[config.mk]
export PLATFORM = sky130hd
export DESIGN_NAME = mem_rr_arbiter_flat
export DESIGN_NICKNAME = d
export VERILOG_FILES = /design/src/rtl/mem_rr_arbiter_if.sv /design/src/rtl/mem_rr_arbiter.sv /design/src/flat_wrapper.sv
export SDC_FILE = /design/constraint.sdc
export NUM_CORES = 1
export LEC_CHECK = 0
export ABC_AREA = 1
export BUFFER_PORTS_ARGS = -buffer_cell sky130_fd_sc_hd__buf_2
export CORE_AREA = 2 2 71 73
export CTS_CLUSTER_SIZE = 28
export DETAILED_ROUTE_END_ITERATION = 10
export DIE_AREA = 0 0 73 75
export GPL_ROUTABILITY_DRIVEN = 0
export GPL_TIMING_DRIVEN = 1
export PLACE_DENSITY = 0.85
export SLEW_MARGIN = 40
export SYNTH_ARGS = -nofsm -noshare
export SYNTH_HDL_FRONTEND = slang
export SYNTH_SLANG_ARGS = --single-unit
[constraint.sdc]
create_clock -name clk -period 6.6 [get_ports clk]
set_input_delay 0.99 -clock clk [delete_from_list [all_inputs] [get_ports clk]]
set_output_delay 0.99 -clock clk [all_outputs]
set_load 0.02 [all_outputs]
[src/rtl/mem_rr_arbiter_if.sv]
// Signal bundle between mem_rr_arbiter, its clients and the shared memory port.
// The master view belongs to the arbiter; the slave view belongs to clients and memory.
interface mem_rr_arbiter_if #(
  parameter int unsigned M_WIDTH    = 8,
  parameter int unsigned CLIENT_CNT = 4
);
  logic [CLIENT_CNT-1:0]         client_requests;
  logic [CLIENT_CNT*M_WIDTH-1:0] client_addrs_packed;
  logic [CLIENT_CNT-1:0]         client_wes;
  logic [2*CLIENT_CNT-1:0]       client_data_widths_packed;
  logic [CLIENT_CNT*M_WIDTH-1:0] client_data_outs_packed;
  logic [CLIENT_CNT*M_WIDTH-1:0] client_data_ins_packed;
  logic [CLIENT_CNT-1:0]         client_readies;
  logic [M_WIDTH-1:0]            mem_data_in;
  logic                          mem_ready;
  logic                          mem_request;
  logic                          mem_we_out;
  logic [M_WIDTH-1:0]            mem_addr;
  logic [M_WIDTH-1:0]            mem_data_out;
  logic [1:0]                    mem_data_width;
  logic [CLIENT_CNT-1:0]         grant;
  logic                          busy;

  modport master (
    input  client_requests,
    input  client_addrs_packed,
    input  client_wes,
    input  client_data_widths_packed,
    input  client_data_outs_packed,
    output client_data_ins_packed,
    output client_readies,
    input  mem_data_in,
    input  mem_ready,
    output mem_request,
    output mem_we_out,
    output mem_addr,
    output mem_data_out,
    output mem_data_width,
    output grant,
    output busy
  );

  modport slave (
    output client_requests,
    output client_addrs_packed,
    output client_wes,
    output client_data_widths_packed,
    output client_data_outs_packed,
    input  client_data_ins_packed,
    input  client_readies,
    output mem_data_in,
    output mem_ready,
    input  mem_request,
    input  mem_we_out,
    input  mem_addr,
    input  mem_data_out,
    input  mem_data_width,
    input  grant,
    input  busy
  );
endinterface

[src/rtl/mem_rr_arbiter.sv]
// Round-robin arbiter sharing one memory port among CLIENT_CNT clients, with a
// per-holder burst limit and a one-cycle request gap between transactions.
module mem_rr_arbiter #(
  parameter int unsigned M_WIDTH    = 8,
  parameter int unsigned CLIENT_CNT = 4,
  parameter int unsigned MAX_BURST  = 4
) (
  input logic              clk,
  input logic              rst,
  mem_rr_arbiter_if.master bus
);
  localparam int unsigned IdxW = $clog2(CLIENT_CNT);
  localparam int unsigned CntW = $clog2(MAX_BURST + 1);
  localparam logic [CntW-1:0] BurstMax = CntW'(MAX_BURST);

  typedef enum logic [1:0] {StIdle, StReq, StGap} state_e;

  state_e          state_q;
  logic [IdxW-1:0] holder_q;
  logic [IdxW-1:0] last_q;
  logic [CntW-1:0] burst_cnt_q;

  logic [CLIENT_CNT-1:0] holder_oh;
  logic [CLIENT_CNT-1:0] others;
  logic [IdxW-1:0]       pick_idle;
  logic [IdxW-1:0]       pick_gap;
  logic [31:0]           h;

  // First requester after base (wrapping); base itself is the final candidate.
  function automatic logic [IdxW-1:0] rr_pick(input logic [CLIENT_CNT-1:0] reqs,
                                              input logic [IdxW-1:0]       base);
    logic [IdxW-1:0] pick;
    logic            found;
    int unsigned     idx;
    pick  = base;
    found = 1'b0;
    for (int unsigned k = 1; k <= CLIENT_CNT; k++) begin
      idx = (32'(base) + k) % CLIENT_CNT;
      if (!found && reqs[idx]) begin
        pick  = IdxW'(idx);
        found = 1'b1;
      end
    end
    return pick;
  endfunction

  always_comb begin
    holder_oh           = '0;
    holder_oh[holder_q] = 1'b1;
  end

  assign others    = bus.client_requests & ~holder_oh;
  assign pick_idle = rr_pick(bus.client_requests, last_q);
  assign pick_gap  = rr_pick(bus.client_requests, holder_q);
  assign h         = 32'(holder_q);

  always_ff @(posedge clk) begin
    if (!rst) begin
      state_q     <= StIdle;
      holder_q    <= '0;
      last_q      <= IdxW'(CLIENT_CNT - 1);
      burst_cnt_q <= '0;
    end else begin
      unique case (state_q)
        StIdle: begin
          if (|bus.client_requests) begin
            holder_q    <= pick_idle;
            last_q      <= pick_idle;
            burst_cnt_q <= '0;
            state_q     <= StReq;
          end
        end
        StReq: begin
          // A holder dropping its request here does not abort; only mem_ready ends REQ.
          if (bus.mem_ready) begin
            if (burst_cnt_q != BurstMax) burst_cnt_q <= burst_cnt_q + 1'b1;
            state_q <= StGap;
          end
        end
        StGap: begin
          if (bus.client_requests[holder_q] && (burst_cnt_q < BurstMax || !(|others))) begin
            state_q <= StReq;
          end else if (|bus.client_requests) begin
            holder_q    <= pick_gap;
            last_q      <= pick_gap;
            burst_cnt_q <= '0;
            state_q     <= StReq;
          end else begin
            state_q <= StIdle;
          end
        end
        default: state_q <= StIdle;
      endcase
    end
  end

  // Outputs decode from registered state; reset gates everything to zero at once.
  always_comb begin
    bus.grant                  = '0;
    bus.busy                   = 1'b0;
    bus.mem_request            = 1'b0;
    bus.mem_we_out             = 1'b0;
    bus.mem_addr               = '0;
    bus.mem_data_out           = '0;
    bus.mem_data_width         = '0;
    bus.client_readies         = '0;
    bus.client_data_ins_packed = '0;
    if (rst && state_q != StIdle) begin
      bus.grant          = holder_oh;
      bus.busy           = 1'b1;
      bus.mem_we_out     = bus.client_wes[holder_q];
      bus.mem_addr       = bus.client_addrs_packed[h*M_WIDTH +: M_WIDTH];
      bus.mem_data_out   = bus.client_data_outs_packed[h*M_WIDTH +: M_WIDTH];
      bus.mem_data_width = bus.client_data_widths_packed[h*2 +: 2];
      if (state_q == StReq) begin
        bus.mem_request                                 = 1'b1;
        bus.client_readies                              = holder_oh & {CLIENT_CNT{bus.mem_ready}};
        bus.client_data_ins_packed[h*M_WIDTH +: M_WIDTH] = bus.mem_data_in;
      end
    end
  end
endmodule

[src/flat_wrapper.sv]
// flat-port wrapper written by rule: the top's interface ports become plain ports
module mem_rr_arbiter_flat 
#(
  parameter int unsigned M_WIDTH    = 8,
  parameter int unsigned CLIENT_CNT = 4,
  parameter int unsigned MAX_BURST  = 4
)
  (clk, rst, bus_client_requests, bus_client_addrs_packed, bus_client_wes, bus_client_data_widths_packed, bus_client_data_outs_packed, bus_client_data_ins_packed, bus_client_readies, bus_mem_data_in, bus_mem_ready, bus_mem_request, bus_mem_we_out, bus_mem_addr, bus_mem_data_out, bus_mem_data_width, bus_grant, bus_busy);
  mem_rr_arbiter_if #(.M_WIDTH(M_WIDTH), .CLIENT_CNT(CLIENT_CNT)) bus_i ();
  input logic clk;
  input logic rst;
  input wire logic [$bits(bus_i.client_requests)-1:0] bus_client_requests;
  input wire logic [$bits(bus_i.client_addrs_packed)-1:0] bus_client_addrs_packed;
  input wire logic [$bits(bus_i.client_wes)-1:0] bus_client_wes;
  input wire logic [$bits(bus_i.client_data_widths_packed)-1:0] bus_client_data_widths_packed;
  input wire logic [$bits(bus_i.client_data_outs_packed)-1:0] bus_client_data_outs_packed;
  output wire logic [$bits(bus_i.client_data_ins_packed)-1:0] bus_client_data_ins_packed;
  output wire logic [$bits(bus_i.client_readies)-1:0] bus_client_readies;
  input wire logic [$bits(bus_i.mem_data_in)-1:0] bus_mem_data_in;
  input wire logic [$bits(bus_i.mem_ready)-1:0] bus_mem_ready;
  output wire logic [$bits(bus_i.mem_request)-1:0] bus_mem_request;
  output wire logic [$bits(bus_i.mem_we_out)-1:0] bus_mem_we_out;
  output wire logic [$bits(bus_i.mem_addr)-1:0] bus_mem_addr;
  output wire logic [$bits(bus_i.mem_data_out)-1:0] bus_mem_data_out;
  output wire logic [$bits(bus_i.mem_data_width)-1:0] bus_mem_data_width;
  output wire logic [$bits(bus_i.grant)-1:0] bus_grant;
  output wire logic [$bits(bus_i.busy)-1:0] bus_busy;
  assign bus_i.client_requests = bus_client_requests;
  assign bus_i.client_addrs_packed = bus_client_addrs_packed;
  assign bus_i.client_wes = bus_client_wes;
  assign bus_i.client_data_widths_packed = bus_client_data_widths_packed;
  assign bus_i.client_data_outs_packed = bus_client_data_outs_packed;
  assign bus_client_data_ins_packed = bus_i.client_data_ins_packed;
  assign bus_client_readies = bus_i.client_readies;
  assign bus_i.mem_data_in = bus_mem_data_in;
  assign bus_i.mem_ready = bus_mem_ready;
  assign bus_mem_request = bus_i.mem_request;
  assign bus_mem_we_out = bus_i.mem_we_out;
  assign bus_mem_addr = bus_i.mem_addr;
  assign bus_mem_data_out = bus_i.mem_data_out;
  assign bus_mem_data_width = bus_i.mem_data_width;
  assign bus_grant = bus_i.grant;
  assign bus_busy = bus_i.busy;
  mem_rr_arbiter #(.M_WIDTH(M_WIDTH), .CLIENT_CNT(CLIENT_CNT), .MAX_BURST(MAX_BURST)) u_core (.clk(clk), .rst(rst), .bus(bus_i));
endmodule
## Word-level counts from Yosys, hierarchy flattened

Index checks and enable logic that the tools add are counted.

- Add/sub/neg operators: 10
- Order comparisons: 11
- Equality and inequality tests: 8
- Shifts and indexed selects: 5
- Muxes and demuxes: 62
- Bitwise operators: 4
- Reduce and logical (&&, ||, !) cells: 26

Operator list:

| cell | count |
|---|---|
| 32-bit 2-to-1 mux | 2 |
| 32-bit by 6-bit variable part select with 8-bit output | 2 |
| 5-bit negator with 34-bit output | 1 |
| 8-bit by 34-bit variable shift with 32-bit output (first input constant) | 1 |
| 8-bit by 34-bit variable part select with 32-bit output | 1 |
| 32-bit AND | 1 |
| 2-bit 2-to-1 mux | 15 |
| 2-bit by 3-bit < comparator with 1-bit output (second input constant) | 9 |
| 1-bit 2-to-1 mux | 22 |
| 1-bit binary-select mux with 2-bit select | 10 |
| 8-bit 2-to-1 mux | 2 |
| 3-bit 2-to-1 mux | 4 |
| 4-bit 2-to-1 mux | 3 |
| 1-bit logical AND | 9 |
| 3-bit one-hot mux with 3 select lines | 1 |
| 2-bit by 1-bit adder with 2-bit output (second input constant) | 4 |
| 2-bit adder (second input constant) | 4 |
| 4-bit AND | 2 |
| 4-bit AND reduction | 2 |
| 4-bit OR reduction | 2 |
| 8-bit by 4-bit variable part select with 2-bit output | 1 |
| 1-bit zero test | 7 |
| 2-bit by 1-bit inequality test with 1-bit output (second input constant) | 3 |
| 2-bit one-hot mux with 3 select lines | 1 |
| other kinds (15) | 17 |

- Register bits after elaboration: 9
- Input port bits: 91
- Word-level logic and storage cells: 130

## Logic depth before layout (Yosys ltp)

- Depth after elaboration: 16
- Depth in mapped cells: 17
- Gate-level depth less buffers: 13

## Worst setup path after synthesis

No wires, ideal clock.

- Path type: in2out
- Start: input port rst
- End: output port bus_mem_addr[1]
- Arrival: 2.350 ns
- Required time: 5.610 ns
- Path slack: 3.260 ns
- Stages: 5
- Path buffers: 1
- Cell sequence: clkinv_1 a21oi_1 inv_1 buf_2 a21oi_1

- Word-level cells in the longest chain between the ends: 2

Ends and longest elaborated chain:

| element | RTL line | text |
|---|---|---|
| start: declaration | flat_wrapper.sv:11 | `input logic rst;` |
| 1-bit logical AND | mem_rr_arbiter.sv:108 | `if (rst && state_q != StIdle) begin` |
| 8-bit 2-to-1 mux | mem_rr_arbiter.sv:108 |  |
| end: declaration | flat_wrapper.sv:23 | `output wire logic [$bits(bus_i.mem_addr)-1:0] bus_mem_addr;` |

No other way between the ends.

## Worst setup path after layout

- Start: register u_core.holder_q[0]
- End: output port bus_client_data_ins_packed[30]

- Word-level cells in the longest chain between the ends: 5
- Elaborated cells between the ends (all ways): 6
- Those cells by class: add/sub: 1; shift: 2; mux: 2; bitwise: 1

Ends and longest elaborated chain:

| element | RTL line | text |
|---|---|---|
| start: declaration | mem_rr_arbiter.sv:19 | `logic [IdxW-1:0] holder_q;` |
| start signal: assignment | mem_rr_arbiter.sv:67 | `holder_q <= pick_idle;` |
| start signal: assignment | mem_rr_arbiter.sv:84 | `holder_q <= pick_gap;` |
| 5-bit negator with 34-bit output (*) | mem_rr_arbiter.sv:118 | `bus.client_data_ins_packed[h*M_WIDTH +: M_WIDTH] = bus.mem_data_in;` |
| 8-bit by 34-bit variable part select with 32-bit output / 8-bit by 34-bit variable shift with 32-bit output (equally long branches) | mem_rr_arbiter.sv:118 |  |
| 32-bit AND (no source line) (*) | -- |  |
| 32-bit 2-to-1 mux (*) | mem_rr_arbiter.sv:115 | `if (state_q == StReq) begin` |
| 32-bit 2-to-1 mux (*) | mem_rr_arbiter.sv:108 |  |
| end: declaration | flat_wrapper.sv:17 | `output wire logic [$bits(bus_i.client_data_ins_packed)-1:0] bus_client_data_ins_packed;` |

Every way passes the cells marked *; elsewhere a longest branch is shown, timed or not.

==> results.yml <==
outcome:
  status: "finished, final reports clean"
logic_synthesis:
  yosys.cell_types.count: 32
  synth_area_mm2: 0.00201
  ys_seq_elements: 9
  syn-num-nets: 486
  yosysSeqAreaShare_pct: 8.96
  yosysWarnings: 0
  syn_inst: 385
  avgSynthCellArea_um2: 5.23
die:
  core_area_mm2: 0.00466
  die_w_um: 73
  start_util_pct: 43.2
  core.rowCount: 25
  die_h_um: 75
  ios: 152
  die_area_mm2: 0.00548
grt:
  grt_max_degree: 58
  grt_usage_pct: 24.2
  grt_pass1_wl_mm: 10.9
  grt_overflow: 0
  grt_pass1_vias: 2525
  antenna_found_initial: 0
setup_path:
  crit_path_end_kind: "output pin"
  r2r-end: "u_core.last_q[1]$_SDFFE_PN1P_"
  critPathMaxFanout: 57
  ff2ff_setup_slack_ns: 3.87
  cp_top_family: "buffers and inverters"
  crit_chain: "inv_4 -> ha_1 -> inv_1 -> nand3_1 -> nor3_1 -> buf_2"
  cp_data_arrival_time_ns: 2.59
  r2r-start: "u_core.holder_q[0]$_SDFFE_PN0P_"
  crit_type: "flop to output pin"
  crit_required_ns: 5.61
  start_kind: "flop"
  slowest_stage: "dfxtp_4"
  critPathMaxStageDelay_ns: 0.72
  reg2regPathDepth: 12
  path_buf_inv: 3
routing:
  route.detailed.drc: 0
  drt-total-wl_mm: 7.06
  routed_via_density: 5.14
  postRouteAntennaNets: 0
  wire_per_inst_um: 12.3
  drtIter0Drc: 206
  dr.pass1.iters: 4
  vias: 2949
layout:
  nets: 622
  drive_above_1_share_pct: 36.7
  antennaDiodeCount: 0
  areaGrowthSynthToFinish_pct: 38.1
  finalCoreUtilization_pct: 59.6
  n_fill_cell: 461
  final_area_mm2: 0.00278
clock_network:
  cts_setup_buffers: 0
  clock_sinks: 9
  clock_tree.buffer_depth: 2
  holdBufCountCts: 0
  cts_tree: "yes"
  cts_root_buf: "clkbuf_8"
  clkTransAtPathRegs_ns: 0.04
  cts_buffers: 3
  clock_latency_ns: 0.23
  ctsHtreeMaxLevel: 1
  cts_resized: 0
timing:
  period_needed_ns: 3.58
  fin_setup_tns_ns: 0
  rsz0062_at_grt: "false"
  worst_pin_slew_ns: 0.767
  fmaxAchievable_mhz: 279
  setup_viol_count_final: 0
  hold-worst-slack_ns: 0.489
  slew_headroom_pct: 48.8
  final-max-slew-violation-count: 0
  post-route-period-util_pct: 54.3
  skew_ns: 0.000447
  hold_viol: 0
worst_hold_path:
  hp-class: "flop to flop"
  whs_endpoint: "u_core.burst_cnt_q[1]$_SDFFE_PN0P_"
  worstHoldStart: "u_core.burst_cnt_q[1]$_SDFFE_PN0P_"
  whs_path_depth: 2
placement:
  io_buffer_count: 151
  dpl.hpwl_mm: 5.51
  placed_area_mm2: 0.00273
pwr:
  leakage_nw: 1.56
  power.density_mw_per_mm2: 263
  ir_drop_mv: 0.156
run:
  max_cap_viol_count: 0
-- synth_stat cells (all sizes together) --
cell type  count  area share, %
nand3         31            9.0
a31oi          1           0.31
buf           10            3.5
nor3          18            4.5
clkbuf        11            2.1
clkinv         1           0.19
nand4          8            2.8
xnor2          1           0.44
o22ai          1           0.31
and2           1           0.31
o211ai         2            1.0
nand2         69             15
or2            1           0.31
dfxtp          9            9.0
nor2         108             22
o21ai         39            9.7
inv           36            7.0
ha            10            6.2
a21oi         28            7.3
-- report_power, final --
group,internal [mW],switching [mW]
combinational,0.186,0.369
clock,0.0422,0.0226
sequential,0.0663,0.0450
total,0.294,0.436
-- layout make-up --
| type | count | area, µm² | area share, % |
|---|---|---|---|
| repair buffers | 152 | 763 | 27.5 |
| well taps | 54 | 67.6 | 2.43 |
| flip-flops and latches | 9 | 184 | 6.62 |
| clock buffers | 4 | 45.0 | 1.62 |
| multi-input cells | 318 | 1580 | 56.7 |
| inverters | 37 | 144 | 5.18 |
-- tightest hold or removal path, stage by stage (launching register included) --
cell	delay, ns
dfxtp_1	0.32
nand2_1	0.07
a21oi_1	0.05
-- placed cells by master, fill, tap and decap left out, drive strengths merged --
master | Yosys | final
or2 | 1 | 1
xnor2 | 1 | 1
a21oi | 28 | 28
ha | 10 | 10
clkinv | 1 | 1
clkbuf | 11 | 4
nor2 | 108 | 108
a31oi | 1 | 1
o21ai | 39 | 39
nor3 | 18 | 18
o22ai | 1 | 1
inv | 36 | 36
nand2 | 69 | 69
dfxtp | 9 | 9
buf | 10 | 152
o211ai | 2 | 2
and2 | 1 | 1
nand3 | 31 | 31
nand4 | 8 | 8
-- metrics by stage --
| step | setup WS, ns | power, mW | instances |
|---|---|---|---|
| after global placement | 3.00 | 0.645 | 570 |
| after floorplan | 3.26 | 0.553 | 385 |
| after global routing | 2.80 | 0.808 | 574 |
| after detailed placement | 3.17 | 0.659 | 570 |
| final | 3.02 | 0.731 | 574 |
| after CTS | 3.06 | 0.727 | 574 |
-- sequential cells by signal (all words and copies together) (netlist names) --
| name | flops |
|---|---|
| u_core.last_q | 2 |
| u_core.state_q | 2 |
| u_core.burst_cnt_q | 3 |
| u_core.holder_q | 2 |
-- cell families (layout without fill, tap and decap cells) --
logic type / Yosys count / count (layout) / share of synthesized area (%)
and+or+nand+nor: 236 / 236 / 53.0
AOI/OAI and AO/OA: 71 / 71 / 18.7
buffers and inverters: 58 / 193 / 12.7
adders and majority gates: 10 / 10 / 6.22
DFF: 9 / 9 / 8.96
xor gates and xnor gates: 1 / 1 / 0.435
-- worst max path at each step --
| stage | from | slack, ns | cells past startpoint | endpoint |
|---|---|---|---|---|
| floorplan | rst | 3.26 | 5 | bus_mem_addr[1] |
| global placement | u_core.holder_q[0]$_SDFFE_PN0P_ | 3.00 | 6 | bus_client_data_ins_packed[14] |
| detailed placement | rst | 3.17 | 6 | bus_mem_addr[0] |
| CTS | u_core.holder_q[0]$_SDFFE_PN0P_ | 3.06 | 6 | bus_client_data_ins_packed[30] |
| global route | u_core.holder_q[0]$_SDFFE_PN0P_ | 2.80 | 6 | bus_client_data_ins_packed[14] |
| finish | u_core.holder_q[0]$_SDFFE_PN0P_ | 3.02 | 6 | bus_client_data_ins_packed[30] |
-- metal layers --
layer,global-route usage (%),vias to the layer above,routed length (µm)
met5,0,-,0
met4,6.79,0,110
met3,4.15,15,482
met2,42.2,124,3550
met1,30.6,1289,2920
li1,-,1521,-
Note: power is estimated with default switching activity, not from simulation.
